[src/rtl/op_encode.sv]
// ============================================================================
// Module   : op_encode
// Purpose  : Queues host commands, formats them into op-code/user-data words
//            and issues them under valid/ready with a rolling seq tag and an
//            accept timeout. Optional macro: OPENC_PARITY_EN (adds op_parity).
// Revision : 1.0 - initial release
// ============================================================================
`default_nettype none

module op_encode #(
    parameter int DEPTH   = 4,
    parameter int TIMEOUT = 64
) (
    input  logic        clock,
    input  logic        reset_n,
    input  logic        cmd_valid,
    output logic        cmd_ready,
    input  logic [1:0]  cmd_op,
    input  logic [7:0]  cmd_addr,
    input  logic [15:0] cmd_data,
    output logic [15:0] op_code_bus,
    output logic [15:0] user_data_bus,
    output logic        op_valid,
    input  logic        op_ready,
    output logic        err_illegal,
    output logic        err_timeout,
`ifdef OPENC_PARITY_EN
    output logic        op_parity,
`endif
    output logic        busy
);

    localparam int AW = $clog2(DEPTH);
    localparam int CW = $clog2(TIMEOUT);
    localparam logic [1:0]    C_OP_ILLEGAL = 2'd3;
    localparam logic [1:0]    C_OP_CFG_SNS = 2'd1;
    localparam logic [CW-1:0] C_TMO_LAST   = CW'(TIMEOUT - 1);

    typedef enum logic [0:0] {
        S_IDLE  = 1'b0,
        S_ISSUE = 1'b1
    } state_t;

    state_t          r_state;
    state_t          w_state_nxt;
    logic [25:0]     r_mem [DEPTH];
    logic [AW:0]     r_wptr;
    logic [AW:0]     r_rptr;
    logic [3:0]      r_seq;
    logic [CW-1:0]   r_cnt;
    logic [15:0]     r_op_code;
    logic [15:0]     r_user_data;
    logic            r_op_valid;
    logic            r_err_illegal;
    logic            r_err_timeout;
    logic            r_parity;

    logic            w_full;
    logic            w_empty;
    logic            w_push;
    logic            w_pop;
    logic            w_xfer;
    logic            w_tmo;
    logic [25:0]     w_head;
    logic [1:0]      w_head_op;
    logic [3:0]      w_head_opc;
    logic [15:0]     w_head_data;
    logic [15:0]     w_new_code;

    // Pointers carry one extra wrap bit so full and empty are distinguishable.
    assign w_empty = (r_wptr == r_rptr);
    assign w_full  = (r_wptr[AW] != r_rptr[AW]) &&
                     (r_wptr[AW-1:0] == r_rptr[AW-1:0]);
    assign w_push  = cmd_valid && !w_full && (cmd_op != C_OP_ILLEGAL);

    assign w_head      = r_mem[r_rptr[AW-1:0]];
    assign w_head_op   = w_head[25:24];
    assign w_head_data = (w_head_op == C_OP_CFG_SNS) ? w_head[15:0] : 16'h0000;
    assign w_new_code  = {w_head_opc, w_head[23:16], r_seq};

    always_comb begin
        w_head_opc = 4'h0;
        case (w_head_op)
            2'd0:    w_head_opc = 4'h1;
            2'd1:    w_head_opc = 4'h2;
            2'd2:    w_head_opc = 4'h3;
            default: w_head_opc = 4'h0;
        endcase
    end

    always_ff @(posedge clock) begin
        if (w_push) begin
            r_mem[r_wptr[AW-1:0]] <= {cmd_op, cmd_addr, cmd_data};
        end
    end

    always_ff @(posedge clock or negedge reset_n) begin
        if (!reset_n) begin
            r_wptr        <= '0;
            r_rptr        <= '0;
            r_err_illegal <= 1'b0;
        end else begin
            if (w_push) begin
                r_wptr <= r_wptr + 1'b1;
            end
            if (w_pop) begin
                r_rptr <= r_rptr + 1'b1;
            end
            r_err_illegal <= cmd_valid && !w_full && (cmd_op == C_OP_ILLEGAL);
        end
    end

    always_ff @(posedge clock or negedge reset_n) begin
        if (!reset_n) begin
            r_state <= S_IDLE;
        end else begin
            r_state <= w_state_nxt;
        end
    end

    // A transfer on the final timeout edge wins over the drop.
    always_comb begin
        w_state_nxt = r_state;
        w_pop       = 1'b0;
        w_xfer      = 1'b0;
        w_tmo       = 1'b0;
        case (r_state)
            S_IDLE: begin
                if (!w_empty) begin
                    w_pop       = 1'b1;
                    w_state_nxt = S_ISSUE;
                end
            end
            S_ISSUE: begin
                if (op_ready) begin
                    w_xfer      = 1'b1;
                    w_state_nxt = S_IDLE;
                end else if (r_cnt == C_TMO_LAST) begin
                    w_tmo       = 1'b1;
                    w_state_nxt = S_IDLE;
                end
            end
            default: w_state_nxt = S_IDLE;
        endcase
    end

    always_ff @(posedge clock or negedge reset_n) begin
        if (!reset_n) begin
            r_op_code     <= 16'h0000;
            r_user_data   <= 16'h0000;
            r_op_valid    <= 1'b0;
            r_parity      <= 1'b0;
            r_seq         <= 4'h0;
            r_cnt         <= '0;
            r_err_timeout <= 1'b0;
        end else begin
            r_err_timeout <= w_tmo;
            if (w_pop) begin
                r_op_code   <= w_new_code;
                r_user_data <= w_head_data;
                r_parity    <= ^{w_new_code, w_head_data};
                r_op_valid  <= 1'b1;
                r_cnt       <= '0;
            end else if (w_xfer || w_tmo) begin
                r_op_code   <= 16'h0000;
                r_user_data <= 16'h0000;
                r_parity    <= 1'b0;
                r_op_valid  <= 1'b0;
                r_cnt       <= '0;
                if (w_xfer) begin
                    r_seq <= r_seq + 4'h1;
                end
            end else if (r_state == S_ISSUE) begin
                r_cnt <= r_cnt + CW'(1);
            end
        end
    end

    assign cmd_ready     = !w_full;
    assign op_code_bus   = r_op_code;
    assign user_data_bus = r_user_data;
    assign op_valid      = r_op_valid;
    assign err_illegal   = r_err_illegal;
    assign err_timeout   = r_err_timeout;
    assign busy          = (r_state != S_IDLE) || !w_empty;

`ifdef OPENC_PARITY_EN
    assign op_parity = r_parity;
`else
    logic w_parity_unused;
    assign w_parity_unused = r_parity;
`endif

endmodule

`default_nettype wire
[config.mk]
export PLATFORM = sky130hd
export DESIGN_NAME = op_encode
export DESIGN_NICKNAME = d
export VERILOG_FILES = /design/src/rtl/op_encode.sv
export SDC_FILE = /design/constraint.sdc
export NUM_CORES = 1
export LEC_CHECK = 0
export ABC_AREA = 1
export CAP_MARGIN = 20
export CORE_MARGIN = 8
export CORE_UTILIZATION = 40
export CTS_CLUSTER_DIAMETER = 60
export DETAILED_ROUTE_END_ITERATION = 10
export GPL_ROUTABILITY_DRIVEN = 1
export SLEW_MARGIN = 20
export SYNTH_ARGS = -nofsm -noshare
export SYNTH_HDL_FRONTEND = slang
export SYNTH_SLANG_ARGS = --single-unit
export TNS_END_PERCENT = 30
[constraint.sdc]
create_clock -name clock -period 2.5 [get_ports clock]
set_clock_uncertainty 0.2 [all_clocks]
set_input_delay 0.25 -clock clock [delete_from_list [all_inputs] [get_ports clock]]
set_output_delay 0.25 -clock clock [all_outputs]
set_load 0.02 [all_outputs]
==> Yosys cells after proc, flatten, opt, wreduce, memory -nomap -nowiden <==
Memory sizes are Yosys's and may differ from the RTL's.
Cells that the tools add are included.
{ "totals": {"word_cells": 59, "ram_bits": 104, "out_inout_bits": 37, "memories": 1, "mem_bits_ro": 0, "ff_bits": 52, "latchBits": 0} }
{ "mem_list": {"columns": ["name", "words", "word_bits", "read_ports", "rd_ports_with_merged_regs", "write_ports", "line_no", "text"], "rows": [
  ["r_mem", 4, 26, 1, 0, 1, "46", "logic [25:0] r_mem [DEPTH];"]
]} }
{ "op_classes": {"magnitude_cmp": 0, "reduce_logical": 12, "eq_ne": 8, "div": 0, "bitwise": 2, "n_shift": 0, "muxes": 22, "multipliers": 0, "addsub": 4} }
{ "op_table": {"columns": ["operator", "count"], "rows": [
  ["$mux 16", 4],
  ["$mux 6", 3],
  ["$mux 1", 13],
  ["$add 3x1->3 const B", 2],
  ["$add 6x1->6 const B", 1],
  ["$eq 6x6->1 const B", 1],
  ["$pmux 2 s3", 1],
  ["$add 4x1->4 const B", 1],
  ["$eq 2x2->1 const B", 2],
  ["$logic_and 1x1->1", 4],
  ["$eq 3x3->1", 1],
  ["$reduce_and 3->1", 1],
  ["$reduce_bool 3->1", 1],
  ["$eq 2x1->1 const B", 1],
  ["$eq 2x2->1", 1],
  ["$logic_not 1->1", 2],
  ["$logic_not 2->1", 1],
  ["$logic_or 1x1->1", 2],
  ["$ne 2x2->1 const B", 1],
  ["$not 1->1", 2],
  ["$pmux 1 s2", 1],
  ["$reduce_bool 2->1", 1],
  ["$ne 1x1->1", 1]
]} }

==> Depth between registers and ports, before layout <==
Gate-level depths: netlist of run 1.
{ "logic_depth": {"depth_word": 7, "ltp_mapped": 13} }

==> Worst setup path before layout of run 1 <==
OpenSTA, ideal clock, no wires.
{ "synth_path": {"path_type": "register -> register", "start": "register r_rptr[2]", "end": "memory r_mem[0][0], enable pin", "t_arrival_ps": 2317, "setup_slack_ps": -426, "path_buffers": 0, "required_ps": 1891, "stages_incl_launch_ff": 6, "period_less_slack_ps": 2926, "cell_sequence": "dfrtp_1 -> xnor2_1 -> inv_1 -> nand3_1 -> nand3_2 -> nor2_1"} }
{ "synth_via": {"elab_chain_cells": 7} }
{ "synth_lines": {"columns": ["item", "line_no", "text"], "rows": [
  ["start: declaration", "48", "logic [AW:0] r_rptr;"],
  ["start signal: assignment", "107", "r_rptr <= r_rptr + 1'b1;"],
  ["$ne 1x1->1", "72", "assign w_full = (r_wptr[AW] != r_rptr[AW]) &&"],
  ["$logic_and 1x1->1", "72", null],
  ["$logic_not 1->1", null, null],
  ["via cmd_ready", "17", "output logic cmd_ready,"],
  ["$logic_and 1x1->1 (2 in series)", "74", "assign w_push = cmd_valid && !w_full && (cmd_op != C_OP_ILLEGAL);"],
  ["$mux 1", "92", "if (w_push) begin"],
  ["$mux 1 (not written as such)", "93", "r_mem[r_wptr[AW-1:0]] <= {cmd_op, cmd_addr, cmd_data};"],
  ["end: declaration", "46", null]
]} }
The timed path passes the listed nets, and every way through them passes these cells.

==> Worst setup path in the final report of run 1 <==
{ "layout_path": {"start": "register r_wptr[1]", "end": "output port cmd_ready"} }
{ "layout_via": {"elab_chain_cells": 3} }
{ "layout_lines": {"columns": ["item", "line_no", "text"], "rows": [
  ["start: declaration", "47", "logic [AW:0] r_wptr;"],
  ["start signal: assignment", "104", "r_wptr <= r_wptr + 1'b1;"],
  ["$eq 2x2->1", "73", "(r_wptr[AW-1:0] == r_rptr[AW-1:0]);"],
  ["$logic_and 1x1->1", "72", null],
  ["$logic_not 1->1", "179", "assign cmd_ready = !w_full;"],
  ["end: declaration", "17", null]
]} }
Every way passes these cells.

==> flow_summary.json, run 1 <==
{
  "drt.antenna.violating_nets": 0,
  "io_buffers": 64,
  "core_area_um2": 15300,
  "max_stage_delay_ns": 0.46,
  "crit_arrival_ns": 1.80,
  "cts_buffer_depth": 2,
  "sw_frac_of_total_pct": 36.8,
  "area_growth_pct": 24.0,
  "fp.dieW_um": 141,
  "die_area_um2": 19900,
  "synth_top_cell_area_share_pct": 49.8,
  "tns_ns": 0,
  "drive_above_1_share_pct": 9.51,
  "path_max_fanout": 6,
  "cpMaxStageDelayCell": "dfrtp_1",
  "grt_pass1_vias": 4161,
  "dp.cells": 809,
  "dp.final_hpwl_mm": 8.88,
  "clkLatencyLatePin_ns": 0.42,
  "p_int_mw": 6.02,
  "grt_pass1_wl_mm": 22.2,
  "syn_inst": 548,
  "tightestPinTransition_ns": 0.636,
  "yosysUniqueCellTypes": 26,
  "setup_viol": 0,
  "drcViolationCount": 0,
  "sequentialPowerShare_pct": 38.5,
  "post-cts-setup-buffers": 0,
  "via_per_inst": 4.88,
  "vdd_drop_max_v": 0.000555,
  "rsz0062_at_grt": "false",
  "fin_crit_sh_pct": 89.9,
  "cts_tree": "yes",
  "drtIter0Drc": 408,
  "slew_headroom_pct": 57.6,
  "row_count": 45,
  "cp-start-kind": "flip-flop",
  "ys_ff_latch": 154,
  "die_y_um": 141,
  "grt_overflow_total": 0,
  "floorplan.io_pins": 67,
  "grt_max_degree": 51,
  "finalCriticalPeriod_ns": 2.25,
  "antenna_found_initial": 0,
  "nNetsFinal": 656,
  "cts_root_buf": "clkbuf_16",
  "p_switching_mw": 3.50,
  "numCtsBuffers": 17,
  "diodes": 0,
  "layoutNonFillerInstCount": 842,
  "clkPwrFrac_pct": 26.3,
  "clk_pin_slew_ns": 0.06,
  "clkSinkCount": 154,
  "num_vias": 4105,
  "crit_required_ns": 2.05,
  "outcome": "finished, final reports clean",
  "power.leakage_nw": 3.08,
  "p_comb_share_pct": 35.2,
  "start_util_pct": 41.1,
  "cts_max_level": 4,
  "synth_area_per_cell_um2": 11.4,
  "ys_warn_count": 0,
  "hold_class": "reg -> reg",
  "max_freq_mhz": 445,
  "crit_path_cell_trace": "xnor2_2, nand3_1, dlygate4sd2_1",
  "p_per_area_nw_per_um2": 1220,
  "first_pass_iters": 5,
  "synth.area.top_cells": "edfxtp_1 (50%), dfrtp_1 (20%), nand2_1 (6.1%)",
  "wl_per_cell_um": 16.2,
  "yosysTopAreaCell": "edfxtp_1",
  "gr-usage-all-layers_pct": 14.3,
  "max_cap_viol_count": 0,
  "hold_viol_final": 0,
  "fillerInstances": 1329,
  "critPathCaptureType": "primary output",
  "place_congestion": 0.793,
  "finalMaxSlewViolations": 0,
  "totalWireLength_mm": 13.6,
  "crit_type": "reg -> out",
  "yosysSeqAreaShare_pct": 69.8,
  "synth_area_um2": 6270,
  "hold_ws_ns": 0.270
}
-- cells by family (layout without fill, tap and decap cells) --
family | after synthesis | count (layout) | share of synthesized area, %
AND/OR/NAND/NOR | 245 | 245 | 16.0
flip-flops | 154 | 154 | 69.8
AO/OA/AOI/OAI | 79 | 79 | 6.55
buffers and inverters | 49 | 131 | 4.09
XOR/XNOR | 12 | 12 | 1.92
adder cells (fa/ha/maj) | 8 | 8 | 1.60
other | 1 | 2 | 0.0598
-- cells in the mapped netlist, drive strengths merged --
cell	number
edfxtp	104
nand2	104
nor2	93
o21ai	51
dfrtp	50
nand3	44
buf	22
inv	20
a21oi	19
ha	8
o22ai	8
clkbuf	7
xnor2	7
xor2	5
nand4	4
a32o	1
conb	1
-- cell usage in the layout, fill, tap and decap left out --
master	instances
nor2_1	89
clkbuf_16	17
nand2_2	2
clkbuf_8	2
inv_6	5
nand4_2	1
xnor2_1	4
a32o_1	1
nand4_1	3
o22ai_1	8
a21oi_1	19
clkinv_4	2
inv_1	18
inv_2	2
inv_8	1
nand3_2	1
dfrtp_1	50
edfxtp_1	104
ha_1	8
conb_1	2
buf_12	5
xnor2_2	3
bufinv_16	1
clkdlybuf4s50_1	61
nand2_1	102
buf_4	9
clkinvlp_4	4
o21ai_0	51
nand3_1	43
dlygate4sd2_1	1
nor2_2	4
dlygate4sd3_1	1
xor2_1	5
buf_2	1
dlymetal6s2s_1	1
-- metrics by stage --
step	util, %	cell area [µm²]	setup WS (ns)	power (mW)
global placement	47.0	7170	0.417	7.03
detailed placement	47.0	7170	0.377	7.09
CTS	50.9	7760	0.0269	9.60
finish	50.9	7770	0.252	9.52
floorplan	-	6280	-0.0410	5.85
global route	50.9	7770	0.155	10.1
-- power groups by stage --
stage / Sequential, mW / Clock, mW / Combinational, mW
floorplan: 3.88 / 0 / 1.97
global placement: 3.69 / 0 / 3.34
detailed placement: 3.71 / 0 / 3.39
CTS: 3.66 / 2.54 / 3.40
global route: 3.73 / 2.65 / 3.74
finish: 3.66 / 2.50 / 3.35
-- area by class of cell --
class	count	area, µm²	area share (%)
timing repair buffer	79	815	10.5
multi-input combinational	346	1660	21.3
clock inverter	13	133	1.71
tap	211	264	3.40
sequential	154	4370	56.3
clock buffer	19	453	5.83
inverter	20	75.1	0.966
-- critical path: cells and delay by family, from the launching register on --
| kind | cells | cell delay, ns |
|---|---|---|
| simple gates | 1 | 0.25 |
| buf+inv | 1 | 0.41 |
| xor+xnor | 1 | 0.26 |
| flops | 1 | 0.46 |
-- layer usage --
metal  routed length [µm]  share of wire [%]  global-route usage [%]
met3                  912                6.7                    4.29
met1                 6200                 46                    18.7
met5                    0                  0                       0
met2                 6320                 46                    21.6
met4                  202                1.5                    6.05
-- repair_timing --
action                                  in CTS  in global routing
resized for setup                            1                  2
endpoints found under the setup margin       1                  1
hold endpoints to repair                    50                  0
hold buffers                                 1                  0
-- registers in the layout, summed over array words and instances (netlist names) --
| register | flops |
|---|---|
| op_code_bus | 14 |
| err_timeout | 1 |
| r_seq | 4 |
| user_data_bus | 16 |
| r_state | 1 |
| r_wptr | 3 |
| r_rptr | 3 |
| op_valid | 1 |
| r_mem | 104 |
| r_cnt | 6 |
| err_illegal | 1 |
-- path summary, 6_finish.rpt --
kind / start / endpoint / slack, ns / depth (start not counted)
worst min-delay path: r_seq[3] / r_seq[3] / 0.27 / 1
worst min register to register: r_seq[3] / r_seq[3] / 0.27 / 1
worst max register to register: r_cnt[0] / user_data_bus[15] / 0.40 / 9
worst max-delay path: r_wptr[1] / cmd_ready / 0.25 / 3
max in group asynchronous: reset_n / user_data_bus[6] / 1.40 / 3
min in group asynchronous: reset_n / r_cnt[2] / 0.28 / 3
Power figures use the tool's default switching activity.
==> run 2: changes to the inputs <==
TNS_END_PERCENT = unset   (was 30)
==> results of run 2 <==
Same layout as run 1: the final DEF is identical, and so are final timing and power.
